**src/rtl/ctrl_pkg.sv**
```systemverilog
// Shared control encodings: FSM states, opcodes, ALU/mux selects and the strobe bundle.
// Also holds the opcode -> first-execute-state decode used by the controller.
package ctrl_pkg;

  localparam int CTRL_STATE_W = 5;

  typedef enum logic [CTRL_STATE_W-1:0] {
    S_FETCH    = 5'd0,
    S_DECODE   = 5'd1,
    S_MEM_ADDR = 5'd2,
    S_MEM_RD   = 5'd3,
    S_MEM_WB   = 5'd4,
    S_MEM_WR   = 5'd5,
    S_R_EXEC   = 5'd6,
    S_R_WB     = 5'd7,
    S_BRANCH   = 5'd8,
    S_JUMP     = 5'd9,
    S_I_EXEC   = 5'd10,
    S_I_WB     = 5'd11
  } state_t;

  localparam logic [5:0] OP_RTYPE = 6'h00;
  localparam logic [5:0] OP_J     = 6'h02;
  localparam logic [5:0] OP_BEQ   = 6'h04;
  localparam logic [5:0] OP_ADDI  = 6'h08;
  localparam logic [5:0] OP_ANDI  = 6'h0C;
  localparam logic [5:0] OP_ORI   = 6'h0D;
  localparam logic [5:0] OP_LW    = 6'h23;
  localparam logic [5:0] OP_SW    = 6'h2B;

  typedef enum logic [1:0] {
    ALU_ADD = 2'd0, ALU_SUB = 2'd1, ALU_FUNCT = 2'd2, ALU_IMM = 2'd3
  } alu_op_t;

  typedef enum logic [1:0] {
    SRCB_B = 2'd0, SRCB_FOUR = 2'd1, SRCB_SEXT = 2'd2, SRCB_SEXT_SH2 = 2'd3
  } alu_src_b_t;

  typedef enum logic [1:0] {
    PCSRC_ALU = 2'd0, PCSRC_ALUOUT = 2'd1, PCSRC_JUMP = 2'd2, PCSRC_RSVD = 2'd3
  } pc_source_t;

  typedef struct packed {
    logic       pc_write;
    logic       pc_write_cond;
    logic       i_or_d;
    logic       mem_read;
    logic       mem_write;
    logic       ir_write;
    logic       mem_to_reg;
    logic       reg_dst;
    logic       reg_write;
    logic       alu_src_a;
    alu_src_b_t alu_src_b;
    alu_op_t    alu_op;
    pc_source_t pc_source;
  } ctrl_t;

  function automatic state_t decode_next(input logic [5:0] op);
    state_t nxt;
    case (op)
      OP_RTYPE:                nxt = S_R_EXEC;
      OP_LW, OP_SW:            nxt = S_MEM_ADDR;
      OP_BEQ:                  nxt = S_BRANCH;
      OP_J:                    nxt = S_JUMP;
      OP_ADDI, OP_ANDI, OP_ORI: nxt = S_I_EXEC;
      default:                 nxt = S_FETCH;
    endcase
    return nxt;
  endfunction

  function automatic logic is_legal_op(input logic [5:0] op);
    logic ok;
    case (op)
      OP_RTYPE, OP_LW, OP_SW, OP_BEQ, OP_J, OP_ADDI, OP_ANDI, OP_ORI: ok = 1'b1;
      default: ok = 1'b0;
    endcase
    return ok;
  endfunction

endpackage

```
**src/rtl/ctrl_outdec.sv**
```systemverilog
// Combinational Moore decode of the FSM state into datapath strobes.
// Only FETCH looks at mem_ready; reset forces every strobe low.
module ctrl_outdec
  import ctrl_pkg::*;
(
  input  state_t i_state,
  input  logic   i_mem_ready,
  input  logic   i_rst,
  output ctrl_t  o_ctrl
);

  ctrl_t w_dec;

  // State to strobe table; anything not set stays 0.
  always_comb begin
    w_dec = '0;
    case (i_state)
      S_FETCH: begin
        w_dec.mem_read  = 1'b1;
        w_dec.alu_src_b = SRCB_FOUR;
        w_dec.ir_write  = i_mem_ready;
        w_dec.pc_write  = i_mem_ready;
      end
      S_DECODE:   w_dec.alu_src_b = SRCB_SEXT_SH2;
      S_MEM_ADDR: begin
        w_dec.alu_src_a = 1'b1;
        w_dec.alu_src_b = SRCB_SEXT;
      end
      S_MEM_RD: begin
        w_dec.mem_read = 1'b1;
        w_dec.i_or_d   = 1'b1;
      end
      S_MEM_WB: begin
        w_dec.reg_write  = 1'b1;
        w_dec.mem_to_reg = 1'b1;
      end
      S_MEM_WR: begin
        w_dec.mem_write = 1'b1;
        w_dec.i_or_d    = 1'b1;
      end
      S_R_EXEC: begin
        w_dec.alu_src_a = 1'b1;
        w_dec.alu_op    = ALU_FUNCT;
      end
      S_R_WB: begin
        w_dec.reg_write = 1'b1;
        w_dec.reg_dst   = 1'b1;
      end
      S_BRANCH: begin
        w_dec.alu_src_a     = 1'b1;
        w_dec.alu_op        = ALU_SUB;
        w_dec.pc_write_cond = 1'b1;
        w_dec.pc_source     = PCSRC_ALUOUT;
      end
      S_JUMP: begin
        w_dec.pc_write  = 1'b1;
        w_dec.pc_source = PCSRC_JUMP;
      end
      S_I_EXEC: begin
        w_dec.alu_src_a = 1'b1;
        w_dec.alu_src_b = SRCB_SEXT;
        w_dec.alu_op    = ALU_IMM;
      end
      S_I_WB:  w_dec.reg_write = 1'b1;
      default: w_dec = '0;
    endcase
  end

  assign o_ctrl = i_rst ? '0 : w_dec;

endmodule

```
**src/rtl/control_fsm.sv**
```systemverilog
// Multicycle controller: state register, next-state logic and retired-instruction counter.
// Strobes come from ctrl_outdec; illegal_op flags an unknown opcode during DECODE.
module control_fsm
  import ctrl_pkg::*;
#(
  parameter int STATE_W  = 5,
  parameter int RETIRE_W = 32
) (
  input  logic                clk,
  input  logic                rst,
  input  logic [5:0]          opcode,
  input  logic                mem_ready,
  output logic                pc_write,
  output logic                pc_write_cond,
  output logic                i_or_d,
  output logic                mem_read,
  output logic                mem_write,
  output logic                ir_write,
  output logic                mem_to_reg,
  output logic                reg_dst,
  output logic                reg_write,
  output logic                alu_src_a,
  output logic [1:0]          alu_src_b,
  output logic [1:0]          alu_op,
  output logic [1:0]          pc_source,
  output logic                illegal_op,
  output logic [RETIRE_W-1:0] retired,
  output logic [STATE_W-1:0]  State
);

  localparam logic [RETIRE_W-1:0] RET_ONE = {{(RETIRE_W-1){1'b0}}, 1'b1};

  state_t              r_state;
  logic [RETIRE_W-1:0] r_retired;
  ctrl_t               w_ctrl;

  // State sequencing; every completed instruction bumps the counter on its way back to FETCH.
  always_ff @(posedge clk) begin
    if (rst) begin
      r_state   <= S_FETCH;
      r_retired <= '0;
    end else begin
      case (r_state)
        S_FETCH:    if (mem_ready) r_state <= S_DECODE;
        S_DECODE:   r_state <= decode_next(opcode);
        S_MEM_ADDR: begin
          if (opcode == OP_LW)      r_state <= S_MEM_RD;
          else if (opcode == OP_SW) r_state <= S_MEM_WR;
          else                      r_state <= S_FETCH;
        end
        S_MEM_RD:   if (mem_ready) r_state <= S_MEM_WB;
        S_MEM_WR: begin
          if (mem_ready) begin
            r_state   <= S_FETCH;
            r_retired <= r_retired + RET_ONE;
          end
        end
        S_R_EXEC:   r_state <= S_R_WB;
        S_I_EXEC:   r_state <= S_I_WB;
        S_MEM_WB, S_R_WB, S_BRANCH, S_JUMP, S_I_WB: begin
          r_state   <= S_FETCH;
          r_retired <= r_retired + RET_ONE;
        end
        default:    r_state <= S_FETCH;
      endcase
    end
  end

  ctrl_outdec u_outdec (
    .i_state     (r_state),
    .i_mem_ready (mem_ready),
    .i_rst       (rst),
    .o_ctrl      (w_ctrl)
  );

  assign pc_write      = w_ctrl.pc_write;
  assign pc_write_cond = w_ctrl.pc_write_cond;
  assign i_or_d        = w_ctrl.i_or_d;
  assign mem_read      = w_ctrl.mem_read;
  assign mem_write     = w_ctrl.mem_write;
  assign ir_write      = w_ctrl.ir_write;
  assign mem_to_reg    = w_ctrl.mem_to_reg;
  assign reg_dst       = w_ctrl.reg_dst;
  assign reg_write     = w_ctrl.reg_write;
  assign alu_src_a     = w_ctrl.alu_src_a;
  assign alu_src_b     = w_ctrl.alu_src_b;
  assign alu_op        = w_ctrl.alu_op;
  assign pc_source     = w_ctrl.pc_source;

  assign illegal_op = !rst && (r_state == S_DECODE) && !is_legal_op(opcode);
  assign retired    = r_retired;
  assign State      = STATE_W'(r_state);

endmodule

```
**config.mk**
```make
export PLATFORM = sky130hd
export DESIGN_NAME = control_fsm
export DESIGN_NICKNAME = d
export VERILOG_FILES = /design/src/rtl/ctrl_pkg.sv /design/src/rtl/ctrl_outdec.sv /design/src/rtl/control_fsm.sv
export SDC_FILE = /design/constraint.sdc
export NUM_CORES = 1
export LEC_CHECK = 0
export ABC_CLOCK_PERIOD_IN_PS = 2360
export BUFFER_PORTS_ARGS = -buffer_cell sky130_fd_sc_hd__buf_2
export CAP_MARGIN = 20
export CORE_ASPECT_RATIO = 1.25
export CORE_MARGIN = 5
export CORE_UTILIZATION = 35
export DETAILED_ROUTE_END_ITERATION = 8
export PLACE_DENSITY_LB_ADDON = 0.1
export REMOVE_ABC_BUFFERS = 1
export SLEW_MARGIN = 20
export SYNTH_ARGS = -nofsm -noshare
export SYNTH_HDL_FRONTEND = slang
export SYNTH_SLANG_ARGS = --single-unit
export TNS_END_PERCENT = 50
```
**constraint.sdc**
```tcl
create_clock -name clk -period 2.36 [get_ports clk]
set_clock_uncertainty 0.15 [all_clocks]
set_input_delay 0.118 -clock clk [delete_from_list [all_inputs] [get_ports clk]]
set_output_delay 0.118 -clock clk [all_outputs]
set_load 0.005 [all_outputs]
```
==> results of run 1 <==
[worst paths after layout]
kind | depth (start not counted) | end | slack (ns) | from
setup / recovery | 5 | retired[28]$_SDFFE_PP0P_ | 0.14 | retired[3]$_SDFFE_PP0P_
hold / removal | 2 | State[2]$_SDFFE_PP0P_ | 0.03 | mem_ready
setup reg to reg | 5 | retired[28]$_SDFFE_PP0P_ | 0.14 | retired[3]$_SDFFE_PP0P_
hold reg to reg | 2 | retired[1]$_SDFFE_PP0P_ | 0.36 | retired[1]$_SDFFE_PP0P_
[final cells by class]
cell class / instances / area [sq um] / share of cell area [%]
Timing Repair Buffer: 78 / 435 / 16.1
Sequential cell: 36 / 721 / 26.7
Multi-Input combinational cell: 219 / 1290 / 47.6
Clock inverter: 1 / 30.0 / 1.11
Tap cell: 82 / 103 / 3.80
Clock buffer: 7 / 96.3 / 3.56
Inverter: 8 / 30.0 / 1.11
[stage by stage]
step	cells	hold WS (ns)	setup TNS, ns
after detailed placement	422	0.287	0
after floorplan	263	0.0371	-0.549
after CTS	431	0.0185	0
final	431	0.0284	0
after global routing	431	0.0266	0
after global placement	422	0.286	0
[cell usage after synthesis, drive strengths merged, types with 7 or more instances]
cell type / number / share of area (%)
a21oi: 11 / 2.6
buf: 9 / 2.5
clkbuf: 12 / 2.2
dfxtp: 36 / 34
inv: 8 / 1.4
nand2: 24 / 4.2
nand3: 12 / 2.8
nand4: 7 / 2.0
nor2: 41 / 7.2
nor3: 23 / 5.4
nor4: 16 / 4.7
o21ai: 9 / 2.1
xnor2: 27 / 11
[power by group through the flow]
stage	Sequential (mW)	Clock, mW	Combinational, mW
floorplan	0.631	0	0.0433
global placement	0.626	0	0.102
detailed placement	0.626	0	0.101
CTS	0.611	0.616	0.103
global route	0.612	0.646	0.115
finish	0.612	0.596	0.102
[critical path, delay by kind of cell, from the launching register on]
family / cells / cell delay, ns
xor+xnor: 1 / 0.16
flops: 1 / 0.44
simple gates: 4 / 1.35
[what timing repair did]
action                     in CTS  in global routing
hold endpoints to repair        1                  0
setup endpoints to repair       0                  1
hold buffers                    1                  0
resized for setup               0                  0
[cells by family (layout without fill, tap and decap cells)]
group | Yosys count | after routing
compound gates | 31 | 31
flops | 36 | 36
buf+inv | 29 | 94
xor+xnor | 30 | 30
other cells | 1 | 1
fa+ha+maj | 1 | 1
simple gates | 156 | 156
[flip-flops by register name, indices dropped and copies added (netlist names)]
| name | flops |
|---|---|
| retired | 32 |
| State | 4 |
[metal layers]
metal,global-route usage [%],up-vias
li1,-,1126
met1,17.0,1021
met2,27.9,65
met3,3.34,7
met4,4.68,0
met5,0,-
==> results by group, run 1 <==
Run status
  – Outcome: finished clean

Detailed routing
  – Met3 wire length: between 300 and 400 um
  – DRT Wirelength: 5.79 mm
  – WL met2: about 3 mm
  – 1st-iter DRT viols: 67
  – Detailed Routing Iterations Pass 1: 4
  – M1 WL: roughly 2.4 mm
  – Post-route DRC: 0
  – Via count: 2219
  – Wire per inst: approximately 13 um
  – Vias per cell: roughly 5.1
  – Antenna-violating nets left: 0
  – Top sig layer: met4

Power and ir drop
  – Total Power: 1.31 mW
  – IR drop worst, VDD: roughly 280 uV
  – Cell-internal power: approximately 1.0 mW
  – PwrDens: approximately 480 nW/um^2
  – Lkg Pwr: 1.07 nW
  – Clk network pwr share: roughly 46%
  – Switching power: between 0.2 and 0.3 mW
  – Sw Share: 22.1%
  – Comb pwr share: 7.8%
  – Reg power frac: a little under half

Clock network
  – Cts bufs inserted: 5
  – Clock latency on the worst-skew pair: just under 0.3 ns
  – CTS Buffer Depth: 2
  – Reg clk slew, reported paths: roughly 0.07 ns
  – H-Tree Depth: 2
  – Post-CTS setup buffers: 0
  – Sink Count: 36
  – Clock root buffer: clkbuf_8
  – Clock tree from TritonCTS: yes

Global route
  – Vias in the first global route: around 2100
  – First-pass GRT wire length: roughly 10 mm
  – Gr ovfl total: 0
  – Largest net degree at the start of global routing: 29
  – Number of antenna violations at the first check in global routing: 0
  – Gr usage total: 15.2%

STA
  – Post-route worst setup slack: ~0.14 ns
  – Final period utilization: 93.9%
  – Worst slew pin tran: about 0.58 ns
  – Final Max Tran Viols: 0
  – Final Hold Vio Count: 0
  – Fin crit period: approximately 2.2 ns
  – Final setup violation count: 0
  – Unrepaired setup endpoints after global routing: no
  – Max_slew headroom: between 60% and 70%
  – Fmax: approximately 0.45 GHz

Floorplanning
  – DIE AREA: just under 8000 sq um
  – CORE AREA: between 5000 and 6000 sq um
  – Starting Density: 36.5%
  – Chip height: 97.4 um
  – FP Rows: 31
  – Chip width: roughly 80 um
  – IO Pins: 63

Yosys
  – Syn Inst Count: about 280
  – Sequential share of the synthesized area: around a third
  – Fraction of registers with async set/reset: 0%
  – Synth Area in Simple Gates: a little under two fifths
  – EDFF count, synth: 0
  – Mux contribution to synthesized area: 0%
  – Most used DFF post-synth: dfxtp_1
  – Main combinational cell family by area after synthesis: simple AND/OR/NAND/NOR gates
  – Synthesized area per cell: around 7.5 sq um
  – XOR/XNOR Fraction of Synth Area: around an eighth
  – Compound-Gate Fraction of Synth Area: 8.78%
  – Post-synth cell types: 45
  – Adder-Cell Fraction of Synth Area: less than 1%
  – Mapped cell area: approximately 2100 sq um
  – Synthesis Warnings: 0
  – #FFs+latches synth: 36

Finish
  – Post-route design area: approximately 2700 sq um
  – Layout Utilization: 46.1%
  – Commonest cells after routing, fill and taps aside: buf_2, nor2_1, dfxtp_1
  – Fillers: 610
  – Share of cells above drive strength 1: 26.1%
  – Nets: ~360
  – Area added between synthesis and finish: 26.4%
  – Ant. Diodes: 0
  – Commonest non-fill, non-tap cell in the layout: buf_2

Worst setup path
  – CP Max Fanout: 8
  – CP Launch Type: flop
  – CP cell instances: nand4_1 -> or4_1 -> nor4_1 -> xnor2_1 -> nor2_1
  – Worst Path Class, Setup: flop to flop
  – Arr. time, crit path: roughly 2.2 ns
  – Slowest-stage cell, CP: or4_1
  – CP max stage delay: ~0.74 ns
  – CP endpoint kind: flop
  – Worst Path Required: around 2.4 ns

Placement
  – DPL Wire Length: ~4.3 mm
  – Number of port buffers: 61
  – Gpl congestion: slightly above 0.8
  – Area after DPL: between 2000 and 3000 sq um
  – Post-Place Worst Slack: ~0.087 ns

Job
  – Max Cap Violations: 0

Worst hold path
  – Tightest Hold Check Type: primary input to flop
Note: power is estimated with default switching activity, not from simulation.
==> inputs of run 2 (changes only) <==
--- a/config.mk
+++ b/config.mk
@@ -5,6 +5,7 @@
 export SDC_FILE = /design/constraint.sdc
 export NUM_CORES = 1
 export LEC_CHECK = 0
+export ABC_AREA = 1
 export ABC_CLOCK_PERIOD_IN_PS = 2360
 export BUFFER_PORTS_ARGS = -buffer_cell sky130_fd_sc_hd__buf_2
 export CAP_MARGIN = 20
==> run 2 against run 1 <==
Against the previous run:
- register-to-register slack gained 0.30 ns
- first-iteration DRC count grew 100%
- count of clock-buffer cells in the layout grew 1
- power shrank 9.8%
- via count grew 29%
- cell count grew 38%
- synthesized cell count grew 58%
- largest cell class unchanged
==> results by group, run 2 <==
Placement
  – DPL Wire Length: 5.79 mm (+34%)
  – Number of port buffers: 61 (unchanged)
  – Area after DPL: 2860 sq um (+12%)
  – Gpl congestion: 0.891 (+10%)

Clock network
  – Cts bufs inserted: 5 (unchanged)
  – CTS Hold Buffers Added: 0 (-1)
  – CTS Buffer Depth: 2 (unchanged)
  – Clock tree from TritonCTS: yes
  – H-Tree Depth: 2 (unchanged)
  – Sink Count: 36 (unchanged)
  – Reg clk slew, reported paths: 0.07 ns (about the same)
  – Post-CTS Resized: 0 (unchanged)
  – Clock latency on the worst-skew pair: 0.29 ns (about the same)
  – Clock root buffer: clkbuf_8
  – Post-CTS setup buffers: 0 (unchanged)

Power and ir drop
  – Lkg Pwr: 1.28 nW (+20%)
  – Total Power: 1.18 mW (-9.8%)
  – IR drop worst, VDD: 218 uV (-22%)
  – PwrDens: 400 nW/um^2 (-17%)

Finish
  – Nets: 515 (+44%)
  – Commonest non-fill, non-tap cell in the layout: nand2_1
  – Ant. Diodes: 0 (unchanged)
  – Fillers: 791 (+30%)
  – Area added between synthesis and finish: 17.5%
  – Commonest cells after routing, fill and taps aside: nand2_1, nor2_1, buf_2
  – Post-route design area: 2950 sq um (+9.3%)
  – Max reg flops: 32 (unchanged)
  – Share of cells above drive strength 1: 15.8% (-10 points)

STA
  – Final Max Tran Viols: 0 (unchanged)
  – Final period utilization: 86.6% (-7.3 points)
  – Setup TNS: 0 ns (unchanged)
  – Fin crit period: 2.04 ns (-0.172 ns)
  – Worst slew pin tran: 0.564 ns (-0.0181 ns)
  – Final setup violation count: 0 (unchanged)
  – Worst hold slack: 0.0623 ns (+0.0339 ns)
  – Max_slew headroom: 62.3% (+1.5 points)
  – Fmax: 0.489 GHz (+8.4%)
  – Final Hold Vio Count: 0 (unchanged)
  – Unrepaired setup endpoints after global routing: no

Floorplanning
  – Chip height: 105 um (+7.6%)
  – Starting Density: 36.0% (-0.48 points)
  – FP Rows: 34 (+9.7%)
  – IO Pins: 63 (unchanged)
  – CORE AREA: 6980 sq um (+19%)
  – Chip width: 85.8 um (+7.4%)
  – DIE AREA: 8990 sq um (+15%)

Yosys
  – Most frequent cell after synthesis: nand2_1
  – Synthesis Warnings: 0 (unchanged)
  – Top cell type by total area after synthesis: dfxtp_1
  – Mapped cell area: 2510 sq um (+18%)
  – Synth top area cells: dfxtp_1, nand2_1, nor2_1, inv_1, a21oi_1
  – EDFF count, synth: 0 (unchanged)
  – Most used DFF post-synth: dfxtp_1
  – Sequential share of the synthesized area: 28.7% (-5.0 points)
  – Fraction of registers with async set/reset: 0% (unchanged)
  – Syn Inst Count: 448 (+58%)
  – Synth cell count leaders: nand2_1, nor2_1, inv_1
  – #FFs+latches synth: 36 (unchanged)
  – Post-synth cell types: 29 (-36%)
  – Post-synth top area share: 28.7% (-5.0 points)
  – Synthesized area per cell: 5.61 sq um (-25%)

Global route
  – Number of antenna violations at the first check in global routing: 0 (unchanged)
  – Largest net degree at the start of global routing: 35 (+21%)
  – First-pass GRT wire length: 12.7 mm (+31%)
  – Gr usage total: 17.2% (+2.0 points)
  – Gr ovfl total: 0 (unchanged)
  – Vias in the first global route: 2738 (+30%)

Detailed routing
  – Detailed Routing Iterations Pass 1: 5 (+1)
  – Wire per inst: 12.5 um (-7.2%)
  – Antenna-violating nets left: 0 (unchanged)
  – Vias per cell: 4.79 (-7.0%)
  – 1st-iter DRT viols: 137 (+100%)
  – DRT Wirelength: 7.42 mm (+28%)
  – Post-route DRC: 0 (unchanged)
  – Via count: 2854 (+29%)

Worst setup path
  – CP Max Fanout: 7 (-1)
  – CP endpoint kind: output pin
  – CP Launch Type: flop
  – Worst Path Required: 2.09 ns (-0.29 ns)
  – Arr. time, crit path: 1.78 ns (-0.45 ns)
  – Worst Path Class, Setup: flop to output pin

Job
  – Max Cap Violations: 0 (unchanged)

Run status
  – Outcome: finished clean

Worst hold path
  – Tightest Hold Check Type: primary input to flop
-- run 2: changes by cell type after synthesis, moves of 15 or more --
cell,delta
nor2_1,+43
inv_1,+39
a21oi_1,+22
xnor2_1,-26
nor4_1,-15
nand3_1,+15
nand2_1,+139
nor3_1,-19
-- run 2: final timing paths --
kind / start / end / slack, ns / cells past startpoint
max: State[0]$_SDFFE_PP0P_ / illegal_op / 0.32 / 7
min: mem_ready / State[2]$_SDFFE_PP0P_ / 0.06 / 4
max reg2reg: State[0]$_SDFFE_PP0P_ / retired[7]$_SDFFE_PP0P_ / 0.44 / 9
min reg2reg: retired[31]$_SDFFE_PP0P_ / retired[31]$_SDFFE_PP0P_ / 0.36 / 2
-- run 2: logic make-up (layout without fill, tap and decap cells) --
kind of cell / Yosys count / after routing / synth area share, %
other cells: 1 / 1 / 0.149
flops: 36 / 36 / 28.7
fa+ha+maj: 1 / 1 / 0.498
xor+xnor: 6 / 6 / 2.09
simple gates: 293 / 293 / 47.6
buf+inv: 63 / 121 / 10.8
compound gates: 48 / 48 / 10.3
-- run 2: final cells by class --
class / count / area, sq um / area share, %
Clock buffer: 8 / 90.1 / 3.05
Inverter: 50 / 188 / 6.35
Multi-Input combinational cell: 349 / 1520 / 51.5
Sequential cell: 36 / 721 / 24.4
Tap cell: 90 / 113 / 3.81
Timing Repair Buffer: 63 / 320 / 10.8
-- run 2: worst max-delay path: stages (launching register included) --
cell     delay [ns]
dfxtp_1        0.45
inv_2          0.08
nor2_4         0.10
inv_2          0.07
nor2_1         0.27
inv_1          0.11
nor4_1         0.25
buf_2          0.15
-- run 2: metal layers --
metal	share of wire, %	global-route usage, %	vias to the layer above
met5	0	0	-
met4	1.1	4.41	0
met3	5.1	3.94	7
met2	52	31.3	62
met1	42	20.0	1281
li1	-	-	1504
-- run 2: stage by stage --
step                      util, %  std cells  setup slack, ns
final                        42.3        596            0.316
after floorplan                 -        435            0.668
after CTS                    42.3        596            0.314
after global routing         42.3        596            0.141
after global placement       41.1        588            0.541
after detailed placement     41.1        588            0.465
-- run 2: power breakdown --
part | total [mW] | internal, mW | switching, mW | leakage (nW)
clock network | 0.466 | 0.239 | 0.227 | 0.0455
registers | 0.616 | 0.610 | 0.00546 | 0.290
logic | 0.0995 | 0.0330 | 0.0665 | 0.945
